### src/rtl/fetch_queue.sv
// Fetch-to-decode decoupling FIFO: buffers {address, instruction} pairs from fetch
// and presents the oldest pair to decode through a valid/ready handshake.
module fetch_queue #(
   parameter int ADDR_WIDTH = 32,
   parameter int DATA_WIDTH = 32,
   parameter int DEPTH      = 8
) (
   input  logic                    clk,
   input  logic                    rst,
   input  logic                    flush,
   input  logic                    enq_valid,
   output logic                    enq_ready,
   input  logic [ADDR_WIDTH-1:0]   enq_addr,
   input  logic [DATA_WIDTH-1:0]   enq_instruction,
   output logic                    deq_valid,
   input  logic                    deq_ready,
   output logic [ADDR_WIDTH-1:0]   deq_addr,
   output logic [DATA_WIDTH-1:0]   deq_instruction,
   output logic [$clog2(DEPTH):0]  count
);

   localparam int PTR_W = $clog2(DEPTH);
   localparam int CNT_W = PTR_W + 1;
   localparam logic [CNT_W-1:0] FULL_CNT = CNT_W'(DEPTH);

   logic [ADDR_WIDTH-1:0] addr_mem  [DEPTH];
   logic [DATA_WIDTH-1:0] instr_mem [DEPTH];

   logic [PTR_W-1:0] rd_ptr;
   logic [PTR_W-1:0] wr_ptr;
   logic [CNT_W-1:0] count_q;

   logic enq_fire;
   logic deq_fire;

   // DEPTH is a power of two, so the natural binary overflow is the wrap.
   function automatic logic [PTR_W-1:0] ptr_inc(input logic [PTR_W-1:0] p);
      return p + 1'b1;
   endfunction

   function automatic logic [CNT_W-1:0] count_next(input logic [CNT_W-1:0] c,
                                                   input logic inc,
                                                   input logic dec);
      logic [CNT_W-1:0] r;
      case ({inc, dec})
         2'b10:   r = c + 1'b1;
         2'b01:   r = c - 1'b1;
         default: r = c;
      endcase
      return r;
   endfunction

   // Ready depends only on registered occupancy, so a full queue never reuses
   // the slot being dequeued in the same cycle.
   assign enq_ready = (count_q != FULL_CNT) && !rst && !flush;
   assign deq_valid = (count_q != '0);
   assign enq_fire  = enq_valid && enq_ready;
   assign deq_fire  = deq_valid && deq_ready && !rst && !flush;

   assign deq_addr        = deq_valid ? addr_mem[rd_ptr]  : '0;
   assign deq_instruction = deq_valid ? instr_mem[rd_ptr] : '0;
   assign count           = count_q;

   always_ff @(posedge clk) begin
      if (rst || flush) begin
         rd_ptr  <= '0;
         wr_ptr  <= '0;
         count_q <= '0;
      end else begin
         if (enq_fire) wr_ptr <= ptr_inc(wr_ptr);
         if (deq_fire) rd_ptr <= ptr_inc(rd_ptr);
         count_q <= count_next(count_q, enq_fire, deq_fire);
      end
   end

   // Storage carries no reset; occupancy alone decides what is visible.
   always_ff @(posedge clk) begin
      if (enq_fire) begin
         addr_mem[wr_ptr]  <= enq_addr;
         instr_mem[wr_ptr] <= enq_instruction;
      end
   end

   a_count_bound: assert property (@(posedge clk) disable iff (rst)
      count_q <= FULL_CNT);

   a_no_enq_when_full: assert property (@(posedge clk) disable iff (rst)
      (count_q == FULL_CNT) |-> !enq_fire);

   a_ptr_consistent: assert property (@(posedge clk) disable iff (rst)
      (wr_ptr - rd_ptr) == count_q[PTR_W-1:0]);

endmodule

### config.mk
export PLATFORM = sky130hd
export DESIGN_NAME = fetch_queue
export DESIGN_NICKNAME = d
export VERILOG_FILES = /design/src/rtl/fetch_queue.sv
export SDC_FILE = /design/constraint.sdc
export NUM_CORES = 1
export LEC_CHECK = 0
export ABC_AREA = 1
export CAP_MARGIN = 0
export CELL_PAD_IN_SITES_DETAIL_PLACEMENT = 0
export CELL_PAD_IN_SITES_GLOBAL_PLACEMENT = 2
export CORE_UTILIZATION = 48
export CTS_CLUSTER_DIAMETER = 30
export DETAILED_ROUTE_END_ITERATION = 6
export DONT_BUFFER_PORTS = 1
export GPL_TIMING_DRIVEN = 0
export HOLD_SLACK_MARGIN = 0.08
export PLACE_DENSITY = 0.82
export SLEW_MARGIN = 20
export SYNTH_ARGS = -nofsm -noshare
export SYNTH_HDL_FRONTEND = slang
export SYNTH_SLANG_ARGS = --single-unit
### constraint.sdc
create_clock -name clk -period 9.25 [get_ports clk]
set_input_delay 0.925 -clock clk [delete_from_list [all_inputs] [get_ports clk]]
set_output_delay 0.925 -clock clk [all_outputs]
set_load 0.005 [all_outputs]
==> results.cfg <==
[run_status]
status = finished clean

[clock_network]
ctsHtreeMaxLevel = 3
cts_root_buf = clkbuf_16
cts-resized-gates = 0
cts_tree = done
insertion_delay_ps = 650
hold_buffers = 0
clkSinkCount = 525
cts_buffers = 105
post_cts_buffers = 0
clock_path_buffers = 3
clk_pin_slew_ps = 50

[synthesis]
yosysWarnings = 0
yosysTopAreaCellShare = 0.743
synth_seq_cells = 525
syn_nets = 1683
yosys-top-cells-area = edfxtp_1 (74%), nor2_1 (8.3%), o21ai_0 (6.3%)
yosysUniqueCellTypes = 25
syn_area_um2 = 20700
syn_avg_cell_area_um2 = 12.9
synthCells = 1609
synth_area_leader_cell = edfxtp_1
ys_seq_area_frac = 0.756

[die]
initial_utilization = 0.490
pin_count = 139
fp.dieH_um = 210
die_x_um = 210
dieArea_um2 = 43900
core_um2 = 42200
num_rows = 75

[timing]
finalHoldViolations = 0
slew_violations = 0
period_needed_ps = 3620
finClkSkew_ps = 22.7
fin_hold_ws_ps = 372
fin_crit_sh = 0.391
setup_ws_ps = 5630
tightest_slew_ps = 820
slew_headroom = 0.453
setup_viol = 0
rsz0062_at_grt = false
clock.fmax_mhz = 276

[detailed_routing]
via_per_inst = 5.50
first_pass_iters = 5
vias = 13300
post-route-drc-count = 0
wire_per_inst_um = 21.8
drt_wl_total_mm = 52.7
drt-initial-drc-count = 1194
ant_nets = 0

[power_and_ir_drop]
power_frac_seq = 0.399
combPwrFrac = 0.019
net-switching-power_mw = 1.31
power_density_nw_per_um2 = 257
p_int_mw = 5.28
finalPower_mw = 6.59
p_clk_frac = 0.581
ir_drop_uv = 233
p_leak_nw = 8.79
swShare = 0.199

[global_route]
grt_first_pass_wirelength_mm = 80.6
gr-total-overflow = 0
antenna_found_initial = 0
grt_pass1_vias = 13500
grt_max_degree = 15
grt_util_all_layers = 0.247

[setup_path]
cp_data_arrival_time_ps = 2690
crit_fanout = 10
cp-end-kind = output port
cp.required_ps = 8330
cp-start-kind = flip-flop
critPathKind = flip-flop to output port

[layout]
antenna_cells = 0
layout-area-overhead-vs-synth_pct = 24.0
nFillCells = 3247
final_nets = 1862
layout-drive-gt1-share = 0.153
stdcell_count = 2414

[min_path]
holdCritPathClass = primary input to flip-flop

[run]
max_cap_viol_count = 0

[placed_design]
routabilityCongestion = 0.744
io_buffers = 0
post-place-ws_ps = 5740
place_inst = 2220
dpl.hpwl_mm = 34.5
-- synthesized netlist by cell type (all sizes together) --
cell / n
o211ai: 64
o21ai: 262
nand2: 79
clkinv: 2
clkbuf: 61
nand3: 6
edfxtp: 512
xor2: 2
nor2: 458
inv: 15
a21oi: 7
o22ai: 64
nor3b: 1
buf: 44
ha: 5
dfxtp: 13
xnor2: 2
a31oi: 1
nor3: 11
-- flip-flops by register name (all words and copies together) (netlist names), named ones only --
register	flops
rd_ptr	3
wr_ptr	3
addr_mem	256
instr_mem	256
count	4
-- stage by stage --
stage	TNS, ps	utilization	instance area (um2)
floorplan	0	-	20700
global placement	-689020	0.506	21400
detailed placement	0	0.521	22000
CTS	0	0.608	25700
global route	0	0.608	25700
finish	0	0.608	25700
-- per-layer routing --
metal | wire [um] | GRT usage | part of all wire | vias to the layer above
li1 | - | - | - | 6252
met1 | 22500 | 0.328 | 0.43 | 6470
met2 | 24900 | 0.392 | 0.47 | 459
met3 | 4040 | 0.0681 | 0.077 | 96
met4 | 1250 | 0.0868 | 0.024 | 0
met5 | 0 | 0 | 0 | -
-- final cells by class --
cell class	instances	area [um2]	area share
clock buffer	120	2730	0.106
timing repair buffer	72	593	0.0231
tap	539	674	0.0263
clock inverter	74	935	0.0364
sequential	525	15600	0.609
multi-input combinational	962	4480	0.175
inverter	17	63.8	0.00249
buffer	105	551	0.0215
-- worst max-delay path, cell delays in order (launching register included) --
cell and delay [ps]:
dfxtp_1 410, inv_1 140, nand3_1 220, buf_2 370
clkbuf_1 500, nand2_1 150, nor2_1 270
-- worst paths after layout --
kind	end	from	slack (ps)	cells past startpoint
max	deq_addr[19]	count[2]	5630	6
min	addr_mem[2][10]	enq_addr[10]	370	0
max reg2reg	instr_mem[0][1]	count[2]	6330	9
min reg2reg	wr_ptr[1]	wr_ptr[1]	540	2
-- kinds of logic after synthesis --
kind of cell | count (synthesis) | share of synthesized area
AOI/OAI and AO/OA | 398 | 0.108
xor gates and xnor gates | 4 | 0.00169
adders and majority gates | 5 | 0.00302
buffers and inverters | 122 | 0.0297
DFF | 525 | 0.756
and+or+nand+nor | 555 | 0.102
-- layout by cell type, fill, tap and decap left out, types with 3 or more instances in the layout --
cell type   netlist  routed
o21ai_0         262     262
clkinv_4          0       5
inv_1            14      14
clkbuf_16         0     107
a21oi_1           7       7
dfxtp_1          13      13
clkinv_2          0      16
clkinvlp_4        0      10
clkbuf_1         61      74
buf_1             8       8
ha_1              5       5
nor3_1           11       3
nand2_1          79      79
o22ai_1          64      64
nor3_2            0       8
edfxtp_1        512     512
buf_4             2      60
bufinv_16         0      18
buf_6            13      27
nor2_1          458     458
nand3_1           6       6
inv_6             0       8
buf_2            19      19
clkinv_8          0       3
o211ai_1         64      64
clkinv_1          2      14
-- power by group through the flow --
stage / Clock [mW] / Sequential [mW] / Combinational (mW)
after global placement: 0 / 2.68 / 0.123
after detailed placement: 0 / 2.68 / 0.128
after floorplan: 0 / 2.68 / 0.0813
final: 3.83 / 2.63 / 0.126
after global routing: 3.99 / 2.63 / 0.141
after CTS: 3.87 / 2.63 / 0.128
Power figures use the tool's default switching activity.
